<file path="src/rtl/dmem_arbiter.sv">
// dmem_arbiter: shares a single-port 256-byte data memory between port A
// (processor) and port B (decrypt/loader engine). One grant per cycle, with
// lock-based ownership, word-alignment checking, registered responses and an
// aging counter that bounds how long B can be starved while the memory is free.
module dmem_arbiter #(
  parameter int MAX_WAIT = 4
) (
  input  logic        clk,
  input  logic        reset,
  input  logic        a_req,
  input  logic        a_we,
  input  logic [7:0]  a_addr,
  input  logic [31:0] a_wdata,
  input  logic        a_lock,
  output logic        a_gnt,
  output logic        a_rvalid,
  output logic [31:0] a_rdata,
  output logic        a_err,
  input  logic        b_req,
  input  logic        b_we,
  input  logic [7:0]  b_addr,
  input  logic [31:0] b_wdata,
  input  logic        b_lock,
  output logic        b_gnt,
  output logic        b_rvalid,
  output logic [31:0] b_rdata,
  output logic        b_err,
  output logic        mem_we,
  output logic [7:0]  mem_addr,
  output logic [31:0] mem_wdata,
  input  logic [31:0] mem_rdata
);

  typedef enum logic [1:0] {IDLE, OWN_A, OWN_B} state_t;

  localparam logic [3:0] WAIT_LIMIT = 4'(MAX_WAIT);

  state_t      state;
  state_t      state_next;
  logic [3:0]  wait_cnt;
  logic        sel_we;
  logic [7:0]  sel_addr;
  logic [31:0] sel_wdata;
  logic        a_aligned;
  logic        b_aligned;

  assign a_aligned = (a_addr[1:0] == 2'b00);
  assign b_aligned = (b_addr[1:0] == 2'b00);

  // Pick at most one winner this cycle and work out who owns the memory next.
  always_comb begin
    a_gnt      = 1'b0;
    b_gnt      = 1'b0;
    state_next = state;
    if (!reset) begin
      case (state)
        OWN_A:   a_gnt = a_req;
        OWN_B:   b_gnt = b_req;
        default: begin
          if (b_req && (wait_cnt >= WAIT_LIMIT)) begin
            b_gnt = 1'b1;
          end else if (a_req) begin
            a_gnt = 1'b1;
          end else if (b_req) begin
            b_gnt = 1'b1;
          end
        end
      endcase
    end
    if (a_gnt) begin
      state_next = a_lock ? OWN_A : IDLE;
    end else if (b_gnt) begin
      state_next = b_lock ? OWN_B : IDLE;
    end
  end

  // Steer the granted port onto the memory bus; A's fields sit there when idle.
  always_comb begin
    sel_we    = a_we;
    sel_addr  = a_addr;
    sel_wdata = a_wdata;
    if (b_gnt) begin
      sel_we    = b_we;
      sel_addr  = b_addr;
      sel_wdata = b_wdata;
    end
    mem_we    = (a_gnt | b_gnt) & sel_we & (sel_addr[1:0] == 2'b00);
    mem_addr  = sel_addr;
    mem_wdata = sel_wdata;
    if (reset) begin
      mem_we    = 1'b0;
      mem_addr  = 8'h00;
      mem_wdata = 32'h0;
    end
  end

  // Ownership register and B's aging counter (saturates at 15).
  always_ff @(posedge clk or posedge reset) begin
    if (reset) begin
      state    <= IDLE;
      wait_cnt <= 4'd0;
    end else begin
      state <= state_next;
      if (!b_req || b_gnt) begin
        wait_cnt <= 4'd0;
      end else if (wait_cnt != 4'd15) begin
        wait_cnt <= wait_cnt + 4'd1;
      end
    end
  end

  // Port A response: one-cycle pulse after the grant, data/err held otherwise.
  always_ff @(posedge clk or posedge reset) begin
    if (reset) begin
      a_rvalid <= 1'b0;
      a_rdata  <= 32'h0;
      a_err    <= 1'b0;
    end else begin
      a_rvalid <= a_gnt;
      if (a_gnt) begin
        a_err   <= !a_aligned;
        a_rdata <= (!a_we && a_aligned) ? mem_rdata : 32'h0;
      end
    end
  end

  // Port B response: same timing and hold behaviour as port A.
  always_ff @(posedge clk or posedge reset) begin
    if (reset) begin
      b_rvalid <= 1'b0;
      b_rdata  <= 32'h0;
      b_err    <= 1'b0;
    end else begin
      b_rvalid <= b_gnt;
      if (b_gnt) begin
        b_err   <= !b_aligned;
        b_rdata <= (!b_we && b_aligned) ? mem_rdata : 32'h0;
      end
    end
  end

endmodule

</file>
<file path="config.mk">
export PLATFORM = sky130hd
export DESIGN_NAME = dmem_arbiter
export DESIGN_NICKNAME = d
export VERILOG_FILES = /design/src/rtl/dmem_arbiter.sv
export SDC_FILE = /design/constraint.sdc
export NUM_CORES = 1
export LEC_CHECK = 0
export BUFFER_PORTS_ARGS = -buffer_cell sky130_fd_sc_hd__buf_2
export CAP_MARGIN = 20
export CORE_ASPECT_RATIO = 1.75
export CORE_MARGIN = 3
export CORE_UTILIZATION = 45
export CTS_BUF_LIST = sky130_fd_sc_hd__clkbuf_16
export CTS_CLUSTER_DIAMETER = 60
export DETAILED_ROUTE_END_ITERATION = 10
export GPL_TIMING_DRIVEN = 0
export HOLD_SLACK_MARGIN = 0.02
export PLACE_DENSITY_LB_ADDON = 0.25
export SYNTH_ARGS = -nofsm -noshare
export SYNTH_HDL_FRONTEND = slang
export SYNTH_SLANG_ARGS = --single-unit
</file>
<file path="constraint.sdc">
create_clock -name clk -period 5 [get_ports clk]
set_input_delay 0.5 -clock clk [delete_from_list [all_inputs] [get_ports clk]]
set_output_delay 0.5 -clock clk [all_outputs]
set_load 0.1 [all_outputs]
</file>
### Word-level counts from Yosys, hierarchy flattened

Cells that the tools add are included.

| word-level totals | value |
|---|---|
| input port bits | 120 |
| output and inout port bits | 111 |
| word-level logic and storage cells | 53 |
| register bits | 74 |

| cells by class | value |
|---|---|
| order comparisons | 1 |
| reductions and logical operators | 14 |
| $add $sub $neg | 1 |
| muxes and demuxes | 23 |
| equal/unequal tests | 3 |
| bitwise operators | 3 |

Operators with widths:

| cell | number |
|---|---|
| $mux W32 | 4 |
| $mux W8 | 2 |
| $mux W1 | 10 |
| $mux W4 | 2 |
| $logic_not A2 Y1 | 3 |
| $mux W2 | 3 |
| $logic_not A1 Y1 | 5 |
| $add A4 B1 Y4 const B | 1 |
| $ge A4 B3 Y1 const B | 1 |
| $ne A4 B4 Y1 const B | 1 |
| $pmux W1 S2 | 2 |
| $reduce_bool A2 Y1 | 2 |
| $logic_and A1 B1 Y1 | 3 |
| $and A1 B1 Y1 | 2 |
| $eq A2 B1 Y1 const B | 1 |
| $eq A2 B2 Y1 const B | 1 |
| $logic_or A1 B1 Y1 | 1 |
| $or A1 B1 Y1 | 1 |

### Longest topological paths before layout

Gate-level depths: netlist (run 1).

| logic depth | value |
|---|---|
| depth in word-level cells | 9 |
| gate-level depth with buffers | 8 |
| depth with buffers taken out | 6 |

### Worst setup path after synthesis (run 1)

No wires, ideal clock.

| path | value |
|---|---|
| path type | input to output |
| start point | input reset |
| end point | output mem_we |
| slack | 1.128 ns |
| data required time | 4.500 ns |
| cell stages on the path | 4 |
| path buffers | 1 |
| arrival time | 3.372 ns |
| cells stage by stage | inv_1 -> o2111a_1 -> buf_4 -> a41o_1 |

| between the ends | value |
|---|---|
| word-level cells in the longest chain between the ends | 5 |
| elaborated cells between the ends (all ways) | 9 |
| those cells by class | 5 x mux; 3 x bitwise; 1 x reduce/logical |

RTL lines:

| what | RTL line | source |
|---|---|---|
| start: declaration | 9 | `input logic reset,` |
| $mux W1 | 55 | `if (!reset) begin` |
| $or A1 B1 Y1, or another cell as far along | 87 | `mem_we = (a_gnt \| b_gnt) & sel_we & (sel_addr[1:0] == 2'b00);` |
| $and A1 B1 Y1 / $logic_not A2 Y1 (equally long branches) | 87 |  |
| $and A1 B1 Y1 | 87 |  |
| $mux W1 * | 90 | `if (reset) begin` |
| end: declaration | 28 | `output logic mem_we,` |

Every way passes the cells marked *; elsewhere a longest branch is shown, timed or not.

### Final worst setup path (run 1)

| path | value |
|---|---|
| start point | register state[0] |
| end point | output mem_we |

| between the ends | value |
|---|---|
| word-level cells in the longest chain between the ends | 7 |
| elaborated cells between the ends (all ways) | 13 |
| those cells by class | 2 x eq/ne; 7 x mux; 3 x bitwise; 1 x reduce/logical |

RTL lines:

| what | RTL line | source |
|---|---|---|
| start: declaration | 38 | `state_t state;` |
| start signal: assignment | 103 | `state <= state_next;` |
| $eq A2 B2 Y1 / $eq A2 B1 Y1 (equally long branches) | 56 | `case (state)` |
| $pmux W1 S2 | 56 |  |
| $mux W1 | 55 |  |
| $or A1 B1 Y1, or another cell as far along | 87 |  |
| $and A1 B1 Y1 / $logic_not A2 Y1 (equally long branches) | 87 |  |
| $and A1 B1 Y1 * | 87 |  |
| $mux W1 * | 90 |  |

Marks and branches as above.

==> out/qor.yml, run 1 <==
logic_synthesis:
  async_flop_share: 1.000
  synthTopCellsByArea: "dfrtp_1 43%, mux2_4 12%, mux2i_1 7.6%"
  ys_warn_count: 0
  synth_xor_area_frac: 0.002028
  yosys.area_share.simple: 0.1512
  synth_area_um2: 4319
  ys_ff_latch: 74
  synthAdderAreaFrac: 0.008691
  synth_fp_nets: 548
  synth_enable_flop_cells: 0
  synthMuxAreaShare: 0.2103
  synth.largest_area_cell: "dfrtp_1"
  synth_top_family_by_area: "multiplexers"
  ys.flop_type: "dfrtp_1"
  ys_seq_area_frac: 0.4287
  syn_inst: 425
  postSynthAreaPerCell_um2: 10.16
  synth_compound_area_frac: 0.1162
  ys_types: 41
  synth_top_area_share: 0.4287
critical_path:
  worst_path_largest_cell_delay_ns: 0.44
  worstReg2RegStart: "state[0]"
  regToRegEndpoint: "b_rdata[28]"
  crit_chain: "inv_1, ha_1, or2_1, buf_4, nand3_4, buf_8, buf_6, a41o_1, buf_2"
  cpMaxStageDelayCell: "buf_2"
  cp_data_required_time_ns: 4.50
  cp-end-kind: "output pin"
  worstPathMaxFanout: 10
  crit_type: "reg2out"
  start_kind: "register"
  arrival_ns: 2.58
  reg2reg_depth: 6
  reg2reg_slack_ns: 2.83
  cpLargestDelayFamily: "buffers and inverters"
  critical_path_buf_inv_count: 5
cts:
  root_buffer: "clkbuf_16"
  cts_setup_buffers: 0
  cts_max_level: 3
  clk_path_buf_depth: 2
  clk_latency_ns: 0.33
  hold_buffers: 0
  cts_sinks: 74
  tritoncts: "yes"
  clk_transition_reported_paths_ns: 0.06
  cts_resized: 0
  numCtsBuffers: 9
pwr:
  p_leak_nw: 3.163
  power_frac_clock: 0.182
  power_frac_seq: 0.202
  switchingPower_mw: 2.307
  power.density_nw_per_um2: 669.8
  power_mw: 4.006
  p_comb_frac: 0.616
  power.internal_mw: 1.699
  vdd_drop_max_mv: 0.4268
  swShare: 0.5758
place:
  place_area_um2: 5643
  hpwl_mm: 11.05
  post-place-ws_ns: 2.238
  numPortBuffers: 230
  gp_congestion: 0.8225
timing:
  period_share: 0.6157
  setup_slack_ns: 1.921
  slew_headroom: 0.4870
  hold_viol: 0
  fmax_ghz: 0.3248
  tightestPinTransition_ns: 0.7666
  finalSetupTns_ns: 0
  setup_viol: 0
  worst_clock_skew_ns: 0.005971
  min_period_ns: 3.079
  rsz0062_at_grt: "no"
  finalMaxSlewViolations: 0
global_routing:
  grt_max_degree: 42
  gr-max-usage-layer: "met2"
  antenna_found_initial: 2
  overflow: 0
  grt_pass1_wl_mm: 21.46
  grt_use_met1: 0.2662
  met2_usage: 0.4516
  grt_usage: 0.2573
  grt_util_met3: 0.1045
  grt_pass1_vias: 4209
detailed_routing:
  first_pass_iters: 4
  routed_wl_mm: 13.96
  vias_per_cell: 5.134
  num_vias: 4071
  ant_nets: 0
  drc: 0
  first_iter_violations: 221
  wl_per_cell_um: 17.60
run_status:
  status: "completed"
run:
  max_cap_violations: 0
hold_path:
  min_path_type: "in2async"
layout:
  final_cell_mix: "233 x buf_2, 74 x dfrtp_1, 64 x nand2_1, 38 x nor2b_1, 36 x inv_1"
  nNetsFinal: 790
  design_area_um2: 5981
  final_common_cell: "buf_2"
  area_delta_synth_final_pct: 38.47
  final_util: 0.6495
  post_route_cells_drive_above_1_share: 0.4575
die:
  rows: 46
  coreArea_um2: 9209
  initial_utilization: 0.4690
  die_w_um: 80.06
  die_y_um: 135.6
  die-area_um2: 10860
  io_pins: 231
-- worst register-to-register path, stage by stage, from the launching register on --
cell and delay, ns:
dfrtp_1 0.35, inv_1 0.06, ha_1 0.37, nor2_1 0.62
clkbuf_1 0.45, o31ai_1 0.14, o21ai_0 0.11
-- registers in the layout, indices dropped and copies added, names as in the netlist --
name / cells
b_err: 1
b_rdata: 32
a_rvalid: 1
a_err: 1
state: 2
b_rvalid: 1
wait_cnt: 4
a_rdata: 32
-- cell families after synthesis --
group,count (synthesis)
XOR/XNOR,1
flip-flops,74
AND/OR/NAND/NOR,125
multiplexers,73
adder cells (fa/ha/maj),3
buffers and inverters,71
AO/OA/AOI/OAI,78
-- cell type report --
type / count / area (um^2)
inverter: 37 / 141.4
clock buffer: 9 / 225.2
sequential: 74 / 1852
multi-input combinational: 280 / 2110
clock inverter: 6 / 107.6
fill: 828 / 3228
tap: 120 / 150.1
timing repair buffer: 231 / 1171
buffer: 34 / 219.0
antenna: 2 / 5.005
-- synth_stat cells (4+ instances only) --
library cell   n
mux2_4        34
o31ai_1       35
nand2_1       64
buf_4          5
nor2b_1       38
a21oi_1        4
inv_1         36
dfrtp_1       74
mux2i_1       33
clkbuf_1      20
mux2_2         6
o21ai_0       22
o21ai_1       10
-- per-stage QoR --
stage	hold slack (ns)	std cells
after detailed placement	0.4977	776
after CTS	0.2755	791
after global routing	0.3035	793
after global placement	0.4839	775
final	0.2674	793
after floorplan	0.5347	425
-- how the worst max path moves through the flow --
stage          depth (start not counted)     start  slack [ns]     end
2_1_floorplan                          4     reset        1.13  mem_we
3_3_place_gp                           6     reset        0.34   a_gnt
3_5_place_dp                           6     reset        2.24   a_gnt
4_1_cts                                9  state[0]        1.90  mem_we
5_1_grt                                9  state[0]        1.81  mem_we
6_report                               9  state[0]        1.92  mem_we
-- per-layer routing --
layer  wire length, um  vias up
met4               308        0
met2              7263      193
met5                 0        -
met3              1603       27
met1              4780     1920
li1                  -     1931
-- power by group through the flow --
| stage | registers [mW] | logic [mW] | clock network [mW] |
|---|---|---|---|
| after floorplan | 1.69 | 1.16 | 0 |
| after global placement | 0.812 | 2.43 | 0 |
| after global routing | 0.827 | 2.55 | 0.764 |
| after CTS | 0.810 | 2.47 | 0.740 |
| final | 0.811 | 2.47 | 0.729 |
| after detailed placement | 0.819 | 2.47 | 0 |
No activity file was read; power rests on OpenSTA's default activity.
==> run 2: changes to the inputs <==
--- a/config.mk
+++ b/config.mk
@@ -5,11 +5,12 @@
 export SDC_FILE = /design/constraint.sdc
 export NUM_CORES = 1
 export LEC_CHECK = 0
+export ABC_AREA = 1
 export BUFFER_PORTS_ARGS = -buffer_cell sky130_fd_sc_hd__buf_2
 export CAP_MARGIN = 20
 export CORE_ASPECT_RATIO = 1.75
 export CORE_MARGIN = 3
-export CORE_UTILIZATION = 45
+export CORE_UTILIZATION = 39
 export CTS_BUF_LIST = sky130_fd_sc_hd__clkbuf_16
 export CTS_CLUSTER_DIAMETER = 60
 export DETAILED_ROUTE_END_ITERATION = 10
==> constraint.sdc (replaced) <==
create_clock -name clk -period 2.48 [get_ports clk]
set_input_delay 0.248 -clock clk [delete_from_list [all_inputs] [get_ports clk]]
set_output_delay 0.248 -clock clk [all_outputs]
set_load 0.1 [all_outputs]
==> out/qor.yml, run 2 <==
pwr:
  switchingPower_mw: 4.254  # +84%
  power.density_nw_per_um2: 1288  # +92%
  power.internal_mw: 3.251  # +91%
  power_frac_clock: 0.184  # +0.002
  power_mw: 7.505  # +87%
  power_frac_seq: 0.216  # +0.014
  swShare: 0.5668  # -0.008938
  p_comb_frac: 0.600  # -0.016
  vdd_drop_max_mv: 0.7115  # +67%
  p_leak_nw: 3.131  # -1.0%
layout:
  final_cell_mix: "214 x nand2_1, 194 x buf_2, 74 x dfrtp_1, 43 x nand3_1, 36 x o21ai_1"
  fillCellCount: 798  # -3.6%
  nNetsFinal: 846  # +7.1%
  final_common_cell: "nand2_1"
  post_route_cells_drive_above_1_share: 0.4052  # -0.05231
  area_delta_synth_final_pct: 56.47
  reg.largest.list: "a_rdata x32, b_rdata x32, wait_cnt x4"
timing:
  slew_headroom: 0.6633  # +0.1763
  min_period_ns: 2.371
  tightestPinTransition_ns: 0.5050  # -0.2616 ns
  finalSetupTns_ns: 0  # unchanged
  finalMaxSlewViolations: 0  # unchanged
  fmax_ghz: 0.4218
  worst_clock_skew_ns: 0.003920  # -0.002051 ns
  hold_viol: 0  # unchanged
  setup_viol: 0  # unchanged
  period_share: 0.9559
hold_path:
  min_to: "state[0]"
  min_path_cells: 3
  min_path_type: "in2reg"
  min_from: "a_lock"
run:
  max_cap_violations: 0  # unchanged
global_routing:
  grt_pass1_wl_mm: 20.25  # -5.6%
  grt_pass1_vias: 4104  # -2.5%
  overflow: 0  # unchanged
  grt_usage: 0.2433  # -0.01404
  antenna_found_initial: 1  # -1
  grt_max_degree: 84  # +100%
detailed_routing:
  num_vias: 4194  # +3.0%
  routed_wl_mm: 13.63  # -2.4%
  drc: 0  # unchanged
  ant_nets: 0  # unchanged
  wl_per_cell_um: 16.05  # -8.8%
  first_pass_iters: 5  # +1
  vias_per_cell: 4.940  # -3.8%
  first_iter_violations: 206  # -6.8%
die:
  die_w_um: 79.85  # -0.26%
  rows: 46  # unchanged
  die_y_um: 135.2  # -0.27%
  io_pins: 231  # unchanged
  coreArea_um2: 9209  # unchanged
  die-area_um2: 10800  # -0.53%
  initial_utilization: 0.4042  # -0.06481
logic_synthesis:
  ys_types: 24  # -41%
  synthTopCellsByCount: "225 x nand2_1, 74 x dfrtp_1, 43 x nand3_1"
  synth.largest_area_cell: "dfrtp_1"
  synthTopCellsByArea: "dfrtp_1 50%, nand2_1 23%, nand3_1 5.8%"
  ys_seq_area_frac: 0.4975  # +0.06874
  synth_top_area_share: 0.4975  # +0.06874
  synth_area_um2: 3722  # -14%
  async_flop_share: 1.000  # unchanged
  postSynthAreaPerCell_um2: 7.739  # -24%
  syn_inst: 481  # +13%
  ys.flop_type: "dfrtp_1"
  synth_fp_nets: 604  # +10%
  ys_warn_count: 0  # unchanged
  ys_ff_latch: 74  # unchanged
  yosys.cell_count.top_type: "nand2_1"
  synth_enable_flop_cells: 0  # unchanged
critical_path:
  reg2reg_depth: 8  # +2
  crit_chain: "ha_4, inv_1, a21oi_4, nand2_2, buf_8, inv_4, buf_6, nand2_1, nand2_1, buf_8"
  start_kind: "register"
  reg2reg_slack_ns: 0.86  # -1.97 ns
  cpMaxStageDelayCell: "dfrtp_1"
  worstReg2RegStart: "state[1]"
  regToRegEndpoint: "a_rdata[5]"
  cp-end-kind: "output pin"
  arrival_ns: 2.12  # -0.46 ns
  worst_path_largest_cell_delay_ns: 0.41  # -0.03 ns
  cp_data_required_time_ns: 2.23  # -2.27 ns
  crit_type: "reg2out"
  worstPathMaxFanout: 11  # +1
place:
  numPortBuffers: 230  # unchanged
  hpwl_mm: 9.980  # -9.7%
  gp_congestion: 0.8257  # +0.39%
cts:
  cts_max_level: 3  # unchanged
  cts_sinks: 74  # unchanged
  clk_path_buf_depth: 2  # unchanged
  root_buffer: "clkbuf_16"
  clk_latency_ns: 0.32  # about the same
  hold_buffers: 0  # unchanged
  tritoncts: "yes"
  numCtsBuffers: 9  # unchanged
  clk_transition_reported_paths_ns: 0.06  # about the same
  cts_setup_buffers: 0  # unchanged
run_status:
  status: "completed"
run 2: per-layer routing:
layer,vias up,track usage,share of wire
met5,-,0,0
met4,0,0.1024,0.033
met3,29,0.08722,0.10
met2,194,0.4498,0.53
met1,1946,0.2385,0.34
li1,2025,-,-
run 2: power groups by stage:
stage / combinational (mW) / sequential [mW] / clock, mW
floorplan: 1.68 / 3.38 / 0
global placement: 4.16 / 1.62 / 0
detailed placement: 4.19 / 1.63 / 0
CTS: 4.44 / 1.62 / 1.40
global route: 4.69 / 1.65 / 1.47
finish: 4.50 / 1.62 / 1.38
run 2: cell type report:
| type | count | area, um^2 | area share |
|---|---|---|---|
| Clock inverter | 7 | 95.09 | 0.01633 |
| Multi-Input combinational cell | 364 | 1639 | 0.2814 |
| Antenna cell | 1 | 2.502 | 0.0004296 |
| Sequential cell | 74 | 1852 | 0.3179 |
| Inverter | 10 | 40.04 | 0.006874 |
| Clock buffer | 9 | 225.2 | 0.03867 |
| Tap cell | 120 | 150.1 | 0.02578 |
| Buffer | 33 | 251.5 | 0.04318 |
| Timing Repair Buffer | 231 | 1569 | 0.2694 |
run 2: critical path: cells and delay by family (launching register included):
family,cells,cell delay [ns]
AND/OR/NAND/NOR,3,0.27
adder cells (fa/ha/maj),1,0.29
buffers and inverters,5,0.66
flip-flops,1,0.41
AO/OA/AOI/OAI,1,0.16
run 2: what timing repair did:
item	CTS	global route
endpoints found under the setup margin	42	43
resized for setup	106	23
pin swaps	0	2
run 2: worst max-delay path by stage:
stage                         from            to  slack (ns)  cells after the start
after floorplan           state[0]   mem_addr[2]        0.02                     10
after global placement       reset   mem_addr[6]       0.009                      6
after detailed placement     reset   mem_addr[6]        0.02                      6
after CTS                 state[0]  mem_wdata[5]      0.0007                     11
after global routing      state[1]   mem_addr[6]       -0.02                     10
final                     state[1]   mem_addr[6]        0.11                     10
run 2: logic make-up (layout without fill, tap and decap cells):
family	Yosys count	in the layout	share of synthesized area
XOR/XNOR	1	1	0.002353
flip-flops	74	74	0.4975
adder cells (fa/ha/maj)	3	3	0.01009
other	0	1	0
AO/OA/AOI/OAI	74	74	0.1035
buffers and inverters	43	290	0.07530
AND/OR/NAND/NOR	286	286	0.3113
run 2: per-stage QoR:
stage	setup WS (ns)	hold WS, ns	area, um^2	std cells	utilization
4_1_cts	0.0007319	0.1417	5704	847	0.6194
3_5_place_dp	0.01671	0.4680	5036	831	0.5469
2_1_floorplan	0.01872	0.3690	3735	481	-
5_1_grt	-0.02015	0.1696	5824	849	0.6325
6_report	0.1094	0.1501	5824	849	0.6325
3_3_place_gp	0.009019	0.4658	5036	831	0.5469
==> run 3: changes to the inputs <==
==> constraint.sdc (replaced) <==
create_clock -name clk -period 2.48 [get_ports clk]
set_input_delay 0.248 -clock clk [delete_from_list [all_inputs] [get_ports clk]]
set_output_delay 0.248 -clock clk [all_outputs]
set_load 0.005 [all_outputs]
==> out/qor.yml, run 3 (synthesized netlist as in run 2, its figures left out) <==
run_status:
  status: "completed"
die:
  die_y_um: 135.2  # unchanged
  initial_utilization: 0.4042  # unchanged
  rows: 46  # unchanged
  die-area_um2: 10800  # unchanged
  io_pins: 231  # unchanged
  coreArea_um2: 9209  # unchanged
  die_w_um: 79.85  # unchanged
pwr:
  power.density_nw_per_um2: 810.5  # -37%
  vdd_drop_max_mv: 0.4527  # -36%
  p_leak_nw: 3.029  # -3.3%
global_routing:
  grt_usage: 0.2221  # -0.02115
  overflow: 0  # unchanged
  grt_max_degree: 51  # -39%
  antenna_found_initial: 2  # +1
  grt_pass1_wl_mm: 18.60  # -8.1%
  grt_pass1_vias: 3760  # -8.4%
layout:
  final_cell_mix: "236 x buf_2, 223 x nand2_1, 74 x dfrtp_1, 43 x nand3_1, 36 x o21ai_1"
  post_route_cells_drive_above_1_share: 0.3874  # -0.01786
  fillCellCount: 907  # +14%
  final_util: 0.5844  # -0.04810
  nNetsFinal: 846  # unchanged
  final_common_cell: "buf_2"
  multi_input_area_um2: 1608  # -1.9%
  area_delta_synth_final_pct: 44.57
  reg.largest.list: "a_rdata x32, b_rdata x32, wait_cnt x4"
  ff_latch_area_um2: 1852  # unchanged
timing:
  whs_ns: 0.1361  # -0.01400 ns
  slew_headroom: 0.6746  # +0.01127
  fmax_ghz: 0.4357  # +3.3%
  worst_clock_skew_ns: 0.005450  # +0.001530 ns
  finalSetupTns_ns: 0  # unchanged
  finalMaxSlewViolations: 0  # unchanged
  min_period_ns: 2.295  # -0.07556 ns
  rsz0062_at_grt: "no"
  setup_viol: 0  # unchanged
  tightestPinTransition_ns: 0.4854  # -0.01955 ns
  period_share: 0.9254  # -0.03047
  hold_viol: 0  # unchanged
place:
  hpwl_mm: 9.815  # -1.7%
  gp_congestion: 0.8444  # +2.3%
  numPortBuffers: 230  # unchanged
critical_path:
  cpLargestDelayFamily: "buffers and inverters"
  crit_chain: "inv_1, ha_4, inv_1, a21oi_4, nand2_2, buf_8, inv_4, buf_6, nand2_1, nand2_1, buf_2"
  worstReg2RegStart: "state[0]"
  worst_path_largest_cell_delay_ns: 0.36  # -0.05 ns
  start_kind: "register"
  critical_path_buf_inv_count: 6  # +1
  arrival_ns: 2.05  # -0.07 ns
  crit_type: "reg2out"
  reg2reg_slack_ns: 0.79  # -0.07 ns
  reg2reg_depth: 9  # +1
  cp.depth: 11  # +1
  regToRegEndpoint: "a_rdata[10]"
  cpMaxStageDelayCell: "dfrtp_1"
  cp_data_required_time_ns: 2.23  # about the same
  cp-end-kind: "output pin"
  worstPathMaxFanout: 10  # -1
cts:
  cts_setup_buffers: 0  # unchanged
  hold_buffers: 0  # unchanged
  root_buffer: "clkbuf_16"
  clk_latency_ns: 0.33  # about the same
  cts_max_level: 3  # unchanged
  clk_transition_reported_paths_ns: 0.06  # about the same
  cts_sinks: 74  # unchanged
  clk_path_buf_depth: 2  # unchanged
  numCtsBuffers: 9  # unchanged
  tritoncts: "yes"
detailed_routing:
  num_vias: 4120  # -1.8%
  drc: 0  # unchanged
  ant_nets: 0  # unchanged
  routed_wl_mm: 12.48  # -8.4%
  first_iter_violations: 187  # -9.2%
  wl_per_cell_um: 14.70  # -8.4%
  vias_per_cell: 4.853  # -1.8%
  first_pass_iters: 6  # +1
hold_path:
  min_from: "a_lock"
  min_path_type: "in2reg"
  min_path_cells: 3  # unchanged
  min_to: "state[0]"
run:
  max_cap_violations: 0  # unchanged
run 3: cell count changes in the layout (fill, tap and decap cells not counted), sizes merged:
| cell | delta |
|---|---|
| bufinv | -1 |
| inv | +1 |
run 3: layout make-up:
type                       count  area share
inverter                      10    0.007440
clock buffer                   9     0.04185
clock inverter                 7     0.01302
buffer                        33     0.04743
multi-input combinational    364      0.2988
sequential                    74      0.3441
timing repair buffer         231      0.2190
tap                          120     0.02790
antenna                        1   0.0004650
run 3: worst max path at each step:
stage | from | end
after floorplan | reset | mem_addr[2]
after global placement | reset | mem_addr[3]
after detailed placement | state[0] | mem_wdata[23]
after CTS | state[0] | mem_wdata[23]
after global routing | state[0] | mem_wdata[6]
final | state[0] | mem_wdata[23]
run 3: per-stage QoR:
step                setup WS [ns]  cells  cell area, um^2  power [mW]
floorplan                  0.5029    481             3724       2.384
global placement          -0.2336    831             5025       3.052
detailed placement         0.4446    832             5055       3.096
CTS                       0.07808    848             5350       4.395
global route              0.04857    849             5381       4.641
finish                     0.1850    849             5381       4.361
run 3: tightest hold or removal path, cell delays in order:
cell	delay, ns
buf_2	0.08
nand2_1	0.04
o21ai_0	0.06
run 3: repair_timing:
action	in CTS	in global routing
endpoints found under the setup margin	0	26
gates resized for setup	0	6
endpoints found under the hold margin	0	0
run 3: metal layers:
layer,share of wire,track usage
met2,0.53,0.4135
met1,0.35,0.2287
met3,0.091,0.06591
met5,0.00056,0
met4,0.020,0.08365
run 3: report_power, final:
| part | switching, mW | internal [mW] |
|---|---|---|
| logic | 0.801 | 0.660 |
| clock network | 0.500 | 0.778 |
| registers | 0.155 | 1.47 |
